**config.mk**
```make
export PLATFORM = sky130hd
export DESIGN_NAME = servo_pwm_multi
export DESIGN_NICKNAME = d
export VERILOG_FILES = /design/src/rtl/servo_pwm_multi.sv
export SDC_FILE = /design/constraint.sdc
export NUM_CORES = 1
export LEC_CHECK = 0
export CORE_MARGIN = 5
export CORE_UTILIZATION = 40
export CTS_BUF_LIST = sky130_fd_sc_hd__clkbuf_4 sky130_fd_sc_hd__clkbuf_8
export DETAILED_ROUTE_END_ITERATION = 16
export PLACE_DENSITY = 0.6
export SYNTH_ARGS = -nofsm -noshare
export SYNTH_HDL_FRONTEND = slang
export SYNTH_SLANG_ARGS = --single-unit
```
**constraint.sdc**
```tcl
create_clock -name clk -period 2 [get_ports clk]
set_input_delay 0.3 -clock clk [delete_from_list [all_inputs] [get_ports clk]]
set_output_delay 0.3 -clock clk [all_outputs]
set_load 0.01 [all_outputs]
```
**src/rtl/servo_pwm_multi.sv**
```systemverilog
// Multi-channel hobby-servo PWM generator: one shared frame counter, double-buffered
// per-channel pulse widths, optional per-frame slew limiting.
module servo_pwm_multi #(
    parameter int N_CH      = 4,
    parameter int FRAME_CNT = 240000,
    parameter int MIN_T     = 12000,
    parameter int STEP      = 47,
    parameter int SLEW      = 0,
    parameter int CNT_W     = 20
) (
    input  logic             clk,
    input  logic             rst_n,
    input  logic             wr_en,
    input  logic [3:0]       wr_ch,
    input  logic [7:0]       wr_pos,
    input  logic [N_CH-1:0]  ch_en,
    output logic [N_CH-1:0]  srv_o,
    output logic             frame_o
);

    localparam int             DW       = CNT_W + 1;
    localparam logic [CNT_W-1:0] LAST_V   = CNT_W'(FRAME_CNT - 1);
    localparam logic [CNT_W-1:0] CENTRE_V = CNT_W'(MIN_T + 128 * STEP);
    localparam logic [CNT_W-1:0] MIN_V    = CNT_W'(MIN_T);
    localparam logic [CNT_W-1:0] STEP_V   = CNT_W'(STEP);
    localparam logic [CNT_W-1:0] SLEW_T   = CNT_W'(SLEW);
    localparam logic [DW-1:0]    SLEW_V   = DW'(SLEW);
    localparam logic [4:0]       NCH_V    = 5'(N_CH);

    logic [CNT_W-1:0] cnt;
    logic [CNT_W-1:0] tgt_t   [N_CH];
    logic [CNT_W-1:0] act_t   [N_CH];
    logic [CNT_W-1:0] act_nxt [N_CH];
    logic signed [CNT_W:0] diff [N_CH];
    logic [CNT_W:0]   mag     [N_CH];
    logic [N_CH-1:0]  en_act;

    logic             last;
    logic             wr_ok;
    logic [CNT_W-1:0] wr_t;

    assign last  = (cnt == LAST_V);
    assign wr_ok = wr_en && ({1'b0, wr_ch} < NCH_V);
    assign wr_t  = MIN_V + CNT_W'(wr_pos) * STEP_V;

    // Next active width: jump straight to target unless the step exceeds the slew limit.
    always_comb begin
        for (int i = 0; i < N_CH; i++) begin
            diff[i]    = $signed({1'b0, tgt_t[i]}) - $signed({1'b0, act_t[i]});
            mag[i]     = diff[i][CNT_W] ? -diff[i] : diff[i];
            act_nxt[i] = tgt_t[i];
            if (SLEW != 0 && mag[i] > SLEW_V) begin
                act_nxt[i] = diff[i][CNT_W] ? (act_t[i] - SLEW_T) : (act_t[i] + SLEW_T);
            end
        end
    end

    always_ff @(posedge clk or negedge rst_n) begin
        if (!rst_n) begin
            cnt     <= '0;
            en_act  <= '0;
            srv_o   <= '0;
            frame_o <= 1'b0;
            for (int i = 0; i < N_CH; i++) begin
                tgt_t[i] <= CENTRE_V;
                act_t[i] <= CENTRE_V;
            end
        end else begin
            cnt     <= last ? '0 : cnt + 1'b1;
            frame_o <= (cnt == '0);
            for (int i = 0; i < N_CH; i++) begin
                // Update reads the old target, so a same-cycle write lands next frame.
                if (wr_ok && wr_ch == 4'(i)) begin
                    tgt_t[i] <= wr_t;
                end
                if (last) begin
                    en_act[i] <= ch_en[i];
                    act_t[i]  <= act_nxt[i];
                end
                srv_o[i] <= en_act[i] & (cnt < act_t[i]);
            end
        end
    end

endmodule
```
=== After elaboration in Yosys (flattened, before gate mapping) ===
Cells that the tools add are included.

* Flip-flop bits (word level): 189
* Bits of input ports: 19
* Output and inout bits: 5
* Logic and storage cells: 36

* Add/sub/neg operators: 2
* Multiply operators: 1
* $lt $le $gt $ge: 5
* Equal/unequal tests: 4
* Mux-type cells: 1
* Bitwise gates (word level): 4
* Reduce and logical (&&, ||, !) cells: 7

{| class="wikitable"
|+ Operators with widths
! operator !! count
|-
| $lt 20x20->1 || 4
|-
| $add 20x1->20 const B || 1
|-
| $eq 20x18->1 const B || 1
|-
| $logic_not 20->1 || 1
|-
| $mux 20 || 1
|-
| $add 14x14->15 const A || 1
|-
| $mul 8x6->14 const B || 1
|-
| $eq 4x2->1 const B || 2
|-
| $logic_and 1x1->1 || 5
|-
| $and 1x1->1 || 4
|-
| $eq 4x1->1 const B || 1
|-
| $logic_not 4->1 || 1
|-
| $lt 4x3->1 const B || 1
|}

=== Depth between registers and ports, before layout ===
Gate-level depths: netlist of run 1.

* Depth in word-level cells: 3
* Depth in mapped cells: 15
* Gate-level depth less buffers: 15

=== Worst setup path after synthesis of run 1 ===
No wires, ideal clock.

* Path type: in2reg
* Start: input port wr_pos[3]
* End: register tgt_t, in the netlist act_nxt[32]
* Setup time: 0.133 ns
* Arrival: 3.894 ns
* Required time: 1.867 ns
* Setup slack: -2.027 ns
* Cell stages on the path: 15
* Path buffers: 0
* Cell sequence: fa_1 -> inv_1 -> fa_1 -> inv_1 -> fa_1 -> inv_1 -> fa_1 -> inv_1 -> ha_1 -> a21oi_1 -> o22ai_1 -> or3_1 -> a31oi_1 -> xor2_1 -> o21ai_0

* Longest elaborated chain between the ends: 2

{| class="wikitable"
|+ RTL lines
! element !! line !! RTL
|-
| start: declaration || 15 || <nowiki>input logic [7:0] wr_pos,</nowiki>
|-
| $mul 8x6->14 || 44 || <nowiki>assign wr_t = MIN_V + CNT_W'(wr_pos) * STEP_V;</nowiki>
|-
| $add 14x14->15 || 44 ||
|-
| end signal: indexed assignment || 74 || <nowiki>tgt_t[i] <= wr_t;</nowiki>
|-
| end: declaration || 31 || <nowiki>logic [CNT_W-1:0] tgt_t [N_CH];</nowiki>
|}

Every way passes these cells.
A chain may end at the register's enable or synchronous reset.

=== Final worst setup path of run 1 ===
* Start: input port wr_pos[4]
* End: register tgt_t, in the netlist act_nxt[53]

Same word-level chain as after synthesis.

==> impl_metrics.py, run 1 <==
metrics = {
    "routing": {
        "via_per_inst": 4.91,
        "drc": 0,
        "drt-total-wl_um": 19100,
        "first_pass_iters": 5,
        "antenna_left": 0,
        "drt_iter0_markers": 285,
        "post_drt_wl_per_cell_um": 15.5,
        "num_vias": 6048,
    },
    "sta": {
        "worstMarginPinSlew_ns": 0.472,
        "hold_viol_final": 0,
        "period_minus_slack_ns": 3.63,
        "finalMaxSlewViolations": 0,
        "post-route-period-util_pct": 182,
        "clock_skew_ns": 0.00932,
        "finalWorstSetupSlack_ns": -1.63,
        "relSlewSlack_pct": 68.5,
        "max_freq_ghz": 0.275,
        "setup_viol": 44,
        "rsz0062_at_grt": "true",
    },
    "die": {
        "core.rowCount": 52,
        "ios": 24,
        "die-area_mm2": 0.0236,
        "die_x_um": 154,
        "start_util_pct": 40.6,
        "die_h_um": 154,
        "coreArea_mm2": 0.0203,
    },
    "worst_setup_path": {
        "critPathMostFrequentCell": "fa_1",
        "cp_top_family": "adder cells",
        "arrival_ns": 3.98,
        "startpoint_type": "input pin",
        "slowest_stage": "fa_1",
        "cp_max_fo": 4,
        "end_kind": "flop",
        "critPathKind": "input pin to flop",
        "path_buf_inv": 5,
        "critPathMaxStageDelay_ns": 0.57,
        "crit_required_ns": 2.35,
        "worstPathCellList": "buf_8 > fa_1 > fa_1 > fa_1 > inv_2 > fa_1 > inv_2 > ha_4 > a21o_1 > buf_4 > o311a_4 > a21oi_2 > xor2_1 > buf_4 > o21ai_2",
    },
    "clock_network": {
        "cts.reportedPaths.clkPinSlew_ns": 0.09,
        "cts.sinks": 149,
        "clk_latency_ns": 0.46,
        "ctsHtreeMaxLevel": 4,
        "cts_tree": "done",
        "clockBufferDepth": 2,
        "numCtsBuffers": 17,
        "cts-root-buf": "clkbuf_8",
    },
    "cells_and_area": {
        "fin_util_pct": 51.0,
        "drive_above_1_share_pct": 28.4,
        "fin_nets": 1076,
        "final_common_cell": "nand2_1",
        "area_growth_pct": 25.4,
        "layout_common_cells": "nand2_1 (168), dfrtp_1 (107), inv_1 (84)",
        "n_antenna_cell": 0,
    },
    "global_route": {
        "grt_max_degree": 49,
        "track_usage_pct": 16.7,
        "antenna_found_initial": 0,
        "grt_pass1_vias": 6026,
        "overflow": 0,
        "grt_pass1_wl_um": 31500,
    },
    "pwr": {
        "finalPower_mw": 9.97,
        "p_leak_nw": 4.86,
        "ir_drop_v": 0.000490,
        "power_density_mw_per_mm2": 963,
    },
    "placed_design": {
        "pre_cts_slack_ns": -2.56,
        "dpl.hpwl_um": 14100,
        "gp_congestion": 0.774,
        "numPortBuffers": 23,
    },
    "job": {
        "maxCapViolations": 0,
    },
    "yosys": {
        "synth_area_mm2": 0.00825,
        "synthCells": 837,
        "synth_nets": 964,
        "synth-main-ff-cell": "dfrtp_1",
        "synth-async-reset-ratio_pct": 100,
        "synthDistinctLibCells": 48,
        "syn_avg_cell_area_um2": 9.85,
        "ys_ff_latch": 149,
        "ys_warn_count": 0,
        "yosysSeqAreaShare_pct": 45.8,
        "synth_edf_count": 0,
    },
    "status": {
        "status": "finished, violations left",
        "violations": "setup timing",
    },
    "hold_path": {
        "hold_class": "input pin to asynchronous set/reset pin",
    },
}
-- Yosys cell counts, types with 2 or more instances --
| master | count | share of area [%] |
|---|---|---|
| nand4b_1 | 5 | 0.53 |
| dfstp_2 | 40 | 13 |
| clkbuf_1 | 9 | 0.41 |
| inv_1 | 95 | 4.3 |
| mux2_2 | 20 | 2.7 |
| a21oi_1 | 25 | 1.5 |
| nor3_1 | 6 | 0.36 |
| o21ai_0 | 88 | 5.3 |
| buf_2 | 5 | 0.30 |
| nand4_1 | 9 | 0.68 |
| a211o_1 | 3 | 0.32 |
| and2_1 | 2 | 0.15 |
| nor2_1 | 28 | 1.3 |
| and3_1 | 5 | 0.38 |
| xnor2_1 | 13 | 1.4 |
| buf_4 | 10 | 0.91 |
| or3_1 | 5 | 0.38 |
| fa_1 | 22 | 5.3 |
| a2111oi_0 | 3 | 0.32 |
| and4_1 | 2 | 0.21 |
| nand3_1 | 17 | 1.0 |
| or2_2 | 2 | 0.15 |
| ha_1 | 86 | 13 |
| o21ai_2 | 2 | 0.21 |
| nand3_2 | 2 | 0.24 |
| a31oi_1 | 4 | 0.30 |
| xor2_1 | 11 | 1.2 |
| dfrtp_1 | 109 | 33 |
| nand2_1 | 176 | 8.0 |
| a21o_1 | 15 | 1.4 |
-- timing repair --
action                                  4_1_cts  5_1_grt
gates resized for setup                      71       46
endpoints found under the setup margin       49      109
pin swaps                                    39       36
hold buffers                                  1        0
hold endpoints to repair                     34        0
cloned                                        0        2
setup buffers                                 4        6
-- per-layer routing --
| layer | vias to the layer above | GRT usage (%) | wire length, um | share of wire [%] |
|---|---|---|---|---|
| met1 | 2932 | 23.6 | 9420 | 49 |
| met2 | 85 | 26.5 | 8840 | 46 |
| met5 | - | 0 | 0 | 0 |
| met3 | 26 | 3.15 | 568 | 3.0 |
| li1 | 3005 | - | - | - |
| met4 | 0 | 4.42 | 287 | 1.5 |
-- path summary, 6_finish.rpt --
kind / to / from / slack, ns / depth (start not counted)
min in group clk: act_nxt[60] / wr_pos[0] / 0.34 / 4
max in group asynchronous: act_nxt[65] / rst_n / 0.98 / 3
worst min register to register: act_nxt[69] / act_nxt[69] / 0.46 / 2
worst max-delay path: act_nxt[53] / wr_pos[4] / -1.63 / 15
worst min-delay path: cnt[12] / rst_n / 0.34 / 2
worst max register to register: srv_o[2] / act_t[29] / 0.08 / 6
-- report_power, final --
group | internal (mW) | switching (mW)
combinational | 1.98 | 1.77
sequential | 3.66 | 0.304
clock | 1.01 | 1.25
total | 6.64 | 3.32
-- per-stage QoR --
stage	instance area (um^2)	TNS, ns	instances	hold WS, ns
3_3_place_gp	9530	-97.05	1188	0.267
4_1_cts	10100	-54.57	1224	0.346
2_1_floorplan	8380	-61.67	837	0.00441
5_1_grt	10300	-56.33	1232	0.347
3_5_place_dp	9530	-98.92	1188	0.268
6_report	10300	-52.07	1232	0.343
-- sequential cells by signal, summed over array words and instances, names as in the netlist --
register  flops
act_t        60
en_act        4
cnt          20
act_nxt      60
srv_o         4
frame_o       1
-- cell families (layout without fill, tap and decap cells) --
| group | Yosys count | count (layout) | synth area share, % |
|---|---|---|---|
| DFF | 149 | 149 | 45.8 |
| AOI/OAI and AO/OA | 148 | 148 | 10.2 |
| adders and majority gates | 108 | 108 | 18.4 |
| and+or+nand+nor | 267 | 267 | 14.2 |
| muxes | 20 | 20 | 2.73 |
| buffers and inverters | 121 | 246 | 6.13 |
| xor gates and xnor gates | 24 | 24 | 2.55 |
-- cell type report --
class / count / area (um^2)
Fill cell: 1872 / 9950
Clock inverter: 15 / 141
Multi-Input combinational cell: 567 / 4370
Inverter: 95 / 363
Clock buffer: 17 / 234
Sequential cell: 149 / 3780
Tap cell: 270 / 338
Timing Repair Buffer: 119 / 1120
Note: power is estimated with default switching activity, not from simulation.
==> run 2: changes to the inputs <==
--- a/config.mk
+++ b/config.mk
@@ -5,11 +5,13 @@
 export SDC_FILE = /design/constraint.sdc
 export NUM_CORES = 1
 export LEC_CHECK = 0
+export CELL_PAD_IN_SITES_DETAIL_PLACEMENT = 0
+export CELL_PAD_IN_SITES_GLOBAL_PLACEMENT = 1
 export CORE_MARGIN = 5
 export CORE_UTILIZATION = 40
 export CTS_BUF_LIST = sky130_fd_sc_hd__clkbuf_4 sky130_fd_sc_hd__clkbuf_8
 export DETAILED_ROUTE_END_ITERATION = 16
-export PLACE_DENSITY = 0.6
+export PLACE_DENSITY = 0.72
 export SYNTH_ARGS = -nofsm -noshare
 export SYNTH_HDL_FRONTEND = slang
 export SYNTH_SLANG_ARGS = --single-unit
==> run 2 against run 1 <==
The run still ends with setup timing left. Clock skew up 0.012 ns. Die area unchanged. Via count down 1.0%.
==> impl_metrics.py, run 2 (synthesis results as in run 1) <==
metrics = {
    "pwr": {
        "seqPwrFrac_pct": 39.4,
        "power_density_mw_per_mm2": 978,
        "clock_power_share_pct": 23.4,
        "finalPower_mw": 10.1,
        "swShare_pct": 33.0,
        "ir_drop_v": 0.000507,
        "p_sw_mw": 3.35,
        "cell_internal_pwr_mw": 6.79,
        "combPwrFrac_pct": 37.2,
        "p_leak_nw": 4.87,
    },
    "sta": {
        "finalMaxSlewViolations": 0,
        "tns_ns": -54.39,
        "post-route-period-util_pct": 181,
        "max_freq_ghz": 0.276,
        "hold_viol_final": 0,
        "period_minus_slack_ns": 3.62,
        "worstMarginPinSlew_ns": 0.479,
        "clock_skew_ns": 0.0211,
        "setup_viol": 44,
        "relSlewSlack_pct": 68.0,
        "finalWorstSetupSlack_ns": -1.62,
        "rsz0062_at_grt": "true",
    },
    "worst_setup_path": {
        "r2r_setup_slack_ns": 0.07,
        "end_kind": "flop",
        "cp_max_fo": 4,
        "worstReg2RegStart": "cnt[5]",
        "arrival_ns": 3.96,
        "reg2reg_depth": 7,
        "crit_required_ns": 2.34,
        "startpoint_type": "input pin",
        "r2r-end": "srv_o[0]",
        "critPathKind": "input pin to flop",
    },
    "placed_design": {
        "dpl.hpwl_um": 14500,
        "gp_congestion": 0.824,
        "placed_cell_area_mm2": 0.00957,
        "numPortBuffers": 23,
    },
    "cells_and_area": {
        "drive_above_1_share_pct": 27.5,
        "stdcell_area_mm2": 0.0104,
        "multi_input_area_mm2": 0.00435,
        "area_growth_pct": 25.7,
        "fin_nets": 1078,
        "layout_common_cells": "nand2_1 (172), dfrtp_1 (106), inv_1 (86)",
        "fin_util_pct": 51.1,
        "fill_cells": 1884,
        "final_common_cell": "nand2_1",
        "final-seq-area_mm2": 0.00378,
        "n_antenna_cell": 0,
    },
    "routing": {
        "drc": 0,
        "drt-total-wl_um": 19500,
        "num_vias": 5986,
        "drt_iter0_markers": 236,
        "first_pass_iters": 4,
        "antenna_left": 0,
        "post_drt_wl_per_cell_um": 15.8,
        "via_per_inst": 4.85,
    },
    "die": {
        "core.rowCount": 52,
        "die_x_um": 154,
        "die-area_mm2": 0.0236,
        "coreArea_mm2": 0.0203,
        "start_util_pct": 40.6,
        "die_h_um": 154,
        "ios": 24,
    },
    "status": {
        "status": "finished, violations left",
        "violations": "setup timing",
    },
    "global_route": {
        "grt_max_degree": 45,
        "grt_use_met1_pct": 24.3,
        "grt_util_met3_pct": 2.70,
        "grt_pass1_wl_um": 31700,
        "antenna_found_initial": 0,
        "overflow": 0,
        "track_usage_pct": 16.8,
        "use_met2_pct": 26.7,
        "grt_pass1_vias": 5921,
        "grt_busiest_layer": "met2",
    },
    "clock_network": {
        "ctsHtreeMaxLevel": 4,
        "cts.sinks": 149,
        "cts-root-buf": "clkbuf_8",
        "clk_latency_ns": 0.46,
        "clockBufferDepth": 2,
        "cts_tree": "done",
        "numCtsBuffers": 17,
        "cts.reportedPaths.clkPinSlew_ns": 0.09,
    },
    "hold_path": {
        "hold_class": "input pin to asynchronous set/reset pin",
    },
    "job": {
        "maxCapViolations": 0,
    },
}
## run 2: cell count changes in the layout (fill, tap and decap cells not counted), moves of 3 or more
cell and delta:
buf_12 +5, nand2_1 +4, buf_4 +3, buf_6 -4, nand2_2 -3, o21ai_1 +10
o21ai_2 -8
## run 2: layout make-up
type	count	share of cell area (%)
multi-input cells	567	42.0
flip-flops and latches	149	36.5
repair buffers	121	11.0
clock inverters	15	1.59
inverters	95	3.50
clock buffers	17	2.26
well taps	270	3.26
## run 2: timing repair
| action | CTS | global route |
|---|---|---|
| resized for setup | 70 | 31 |
| hold buffers | 1 | 0 |
| setup endpoints to repair | 51 | 107 |
| cloned | 0 | 1 |
| hold endpoints to repair | 27 | 0 |
| buffers inserted | 7 | 8 |
| pin swaps | 29 | 24 |
## run 2: stage by stage
step	instances	setup WS, ns	hold slack (ns)
detailed placement	1187	-2.60	0.279
CTS	1226	-1.58	0.343
global route	1234	-1.72	0.346
global placement	1187	-2.53	0.279
finish	1234	-1.62	0.356
floorplan	837	-1.90	0.00441
## run 2: worst max-delay path by stage
stage / startpoint / end / slack (ns) / cells past startpoint
finish: wr_pos[3] / act_nxt[72] / -1.62 / 17
global placement: wr_pos[4] / act_nxt[72] / -2.53 / 17
floorplan: wr_pos[3] / act_nxt[52] / -1.90 / 15
detailed placement: wr_pos[4] / act_nxt[31] / -2.60 / 14
global route: wr_pos[3] / act_nxt[12] / -1.72 / 17
CTS: wr_pos[3] / act_nxt[72] / -1.58 / 17
## run 2: power by group through the flow
stage	registers, mW	clock network, mW	logic (mW)
floorplan	3.89	0	1.79
global placement	4.04	0	2.85
finish	3.99	2.37	3.77
detailed placement	4.05	0	2.90
CTS	4.00	2.45	3.47
global route	4.06	2.59	4.16
## run 2: worst max-delay path, cell delays in order
cell	delay, ns
buf_8	0.10
fa_1	0.52
inv_1	0.05
fa_1	0.49
inv_2	0.04
fa_1	0.52
inv_1	0.05
fa_1	0.48
inv_2	0.05
ha_4	0.22
a21oi_4	0.13
o22ai_2	0.12
or3_1	0.33
a31oi_2	0.20
xor2_1	0.16
buf_4	0.14
o21ai_1	0.06
## run 2: routing by layer
layer	wire length, um	share of wire, %	vias to the layer above
li1	-	-	3013
met1	9540	49	2892
met5	0	0	-
met3	479	2.5	6
met2	9330	48	75
met4	139	0.71	0
==> run 3: changes to the inputs <==
--- a/config.mk
+++ b/config.mk
@@ -8,10 +8,10 @@
 export CELL_PAD_IN_SITES_DETAIL_PLACEMENT = 0
 export CELL_PAD_IN_SITES_GLOBAL_PLACEMENT = 1
 export CORE_MARGIN = 5
-export CORE_UTILIZATION = 40
+export CORE_UTILIZATION = 45
 export CTS_BUF_LIST = sky130_fd_sc_hd__clkbuf_4 sky130_fd_sc_hd__clkbuf_8
 export DETAILED_ROUTE_END_ITERATION = 16
-export PLACE_DENSITY = 0.72
+export PLACE_DENSITY = 0.79
 export SYNTH_ARGS = -nofsm -noshare
 export SYNTH_HDL_FRONTEND = slang
 export SYNTH_SLANG_ARGS = --single-unit
==> run 3 against run 2 <==
The flow still finishes with violations (setup timing). First-iteration DRC count grew 4.2%. Clock skew shrank 0.013 ns. Critical endpoint is now act_nxt[52]. Largest power group unchanged. Core utilization grew 6.8 points. Die area shrank 10%. Count of clock-buffer cells in the layout grew 1. Flip-flop and latch count is the same. Critical path type unchanged.
==> impl_metrics.py, run 3 (synthesis results as in run 1) <==
metrics = {
    "routing": {
        "drt_iter0_markers": 246,
        "antenna_left": 0,
        "drt-total-wl_um": 19100,
        "num_vias": 6039,
        "drc": 0,
        "first_pass_iters": 4,
        "post_drt_wl_per_cell_um": 15.9,
        "via_per_inst": 5.04,
    },
    "global_route": {
        "track_usage_pct": 18.4,
        "grt_pass1_vias": 6099,
        "grt_pass1_wl_um": 31400,
        "overflow": 0,
        "antenna_found_initial": 0,
        "grt_max_degree": 53,
    },
    "cells_and_area": {
        "area_growth_pct": 26.5,
        "drive_above_1_share_pct": 27.5,
        "layout_common_cells": "nand2_1 (173), dfrtp_1 (107), inv_1 (86)",
        "stdcell_area_mm2": 0.0104,
        "n_antenna_cell": 0,
        "final_cells": 1199,
        "fin_nets": 1084,
        "final_common_cell": "nand2_1",
        "fin_util_pct": 57.9,
    },
    "die": {
        "core.rowCount": 49,
        "die_h_um": 145,
        "die_x_um": 145,
        "coreArea_mm2": 0.0180,
        "start_util_pct": 45.8,
        "die-area_mm2": 0.0211,
        "ios": 24,
    },
    "pwr": {
        "p_leak_nw": 4.95,
        "ir_drop_v": 0.000616,
        "power_density_mw_per_mm2": 976,
    },
    "worst_setup_path": {
        "end_kind": "flop",
        "cp_top_family": "adder cells",
        "slowest_stage": "fa_1",
        "cp_max_fo": 4,
        "startpoint_type": "input pin",
        "path_buf_inv": 6,
        "r2r-end": "act_t[70]",
        "critPathMostFrequentCell": "fa_1",
        "worstReg2RegStart": "cnt[5]",
        "critPathKind": "input pin to flop",
        "crit_required_ns": 2.36,
        "worstPathCellList": "buf_8 > fa_1 > inv_1 > fa_1 > inv_2 > fa_1 > inv_1 > fa_1 > inv_2 > ha_4 > a21oi_4 > o22ai_2 > or3_1 > a31oi_1 > xor2_1 > buf_4 > o21ai_1",
        "reg2reg_depth": 9,
        "critPathMaxStageDelay_ns": 0.53,
        "r2r_setup_slack_ns": 0.06,
        "arrival_ns": 3.97,
    },
    "sta": {
        "finalMaxSlewViolations": 0,
        "worstMarginPinSlew_ns": 0.522,
        "post-route-period-util_pct": 180,
        "finalWorstSetupSlack_ns": -1.61,
        "hold_viol_final": 0,
        "clock_skew_ns": 0.00761,
        "rsz0062_at_grt": "true",
        "tns_ns": -54.40,
        "relSlewSlack_pct": 65.2,
        "max_freq_ghz": 0.277,
        "period_minus_slack_ns": 3.61,
        "setup_viol": 44,
    },
    "status": {
        "status": "finished, violations left",
        "violations": "setup timing",
    },
    "hold_path": {
        "hold_class": "input pin to asynchronous set/reset pin",
    },
    "clock_network": {
        "clk_latency_ns": 0.46,
        "numCtsBuffers": 17,
        "cts.reportedPaths.clkPinSlew_ns": 0.09,
        "ctsHtreeMaxLevel": 4,
        "cts-root-buf": "clkbuf_8",
        "cts.sinks": 149,
        "cts_tree": "done",
        "clockBufferDepth": 2,
    },
    "placed_design": {
        "numPortBuffers": 23,
        "numPlacedInstances": 1148,
        "placed_cell_area_mm2": 0.00953,
        "pre_cts_slack_ns": -2.62,
        "gp_congestion": 0.797,
        "dpl.hpwl_um": 14200,
    },
    "job": {
        "maxCapViolations": 0,
    },
}
-- run 3: cell types whose count changed in the layout (fill, tap and decap cells not counted), sizes merged --
cell,previous run,this run
buf,102,108
clkbuf,18,19
inv,102,101
-- run 3: final cells by class --
class | count | area [um^2]
Sequential cell | 149 | 3780
Tap cell | 229 | 287
Inverter | 95 | 360
Clock buffer | 18 | 248
Clock inverter | 14 | 164
Multi-Input combinational cell | 567 | 4400
Timing Repair Buffer | 127 | 1200
Fill cell | 1597 | 7590
-- run 3: worst max path at each step --
| stage | cells after the start | slack, ns | end | startpoint |
|---|---|---|---|---|
| 2_1_floorplan | 15 | -1.90 | act_nxt[52] | wr_pos[3] |
| 3_3_place_gp | 17 | -2.52 | act_nxt[52] | wr_pos[4] |
| 3_5_place_dp | 17 | -2.62 | act_nxt[52] | wr_pos[4] |
| 4_1_cts | 17 | -1.59 | act_nxt[52] | wr_pos[4] |
| 5_1_grt | 17 | -1.72 | act_nxt[32] | wr_pos[4] |
| 6_report | 17 | -1.61 | act_nxt[52] | wr_pos[4] |
-- run 3: through the flow --
| step | hold slack [ns] | power (mW) |
|---|---|---|
| 6_report | 0.344 | 10.2 |
| 2_1_floorplan | 0.00441 | 5.68 |
| 4_1_cts | 0.348 | 9.91 |
| 3_3_place_gp | 0.293 | 6.78 |
| 5_1_grt | 0.377 | 10.8 |
| 3_5_place_dp | 0.294 | 6.89 |
-- run 3: repair_timing --
item	in CTS	in global routing
gates resized for setup	65	42
buffers inserted	9	9
gates cloned	0	1
hold endpoints to repair	36	0
endpoints found under the setup margin	108	54
hold buffers	1	0
pin swaps	26	23
-- run 3: where the power goes --
part	switching (mW)	internal, mW
Clock	1.23	1.18
Sequential	0.313	3.66
Combinational	1.79	2.01
-- run 3: per-layer routing --
layer | up-vias | GRT usage, % | part of all wire (%)
li1 | 3013 | - | -
met1 | 2904 | 25.1 | 47
met2 | 103 | 30.5 | 49
met3 | 19 | 3.43 | 3.4
met4 | 0 | 4.85 | 1.3
met5 | - | 0 | 0
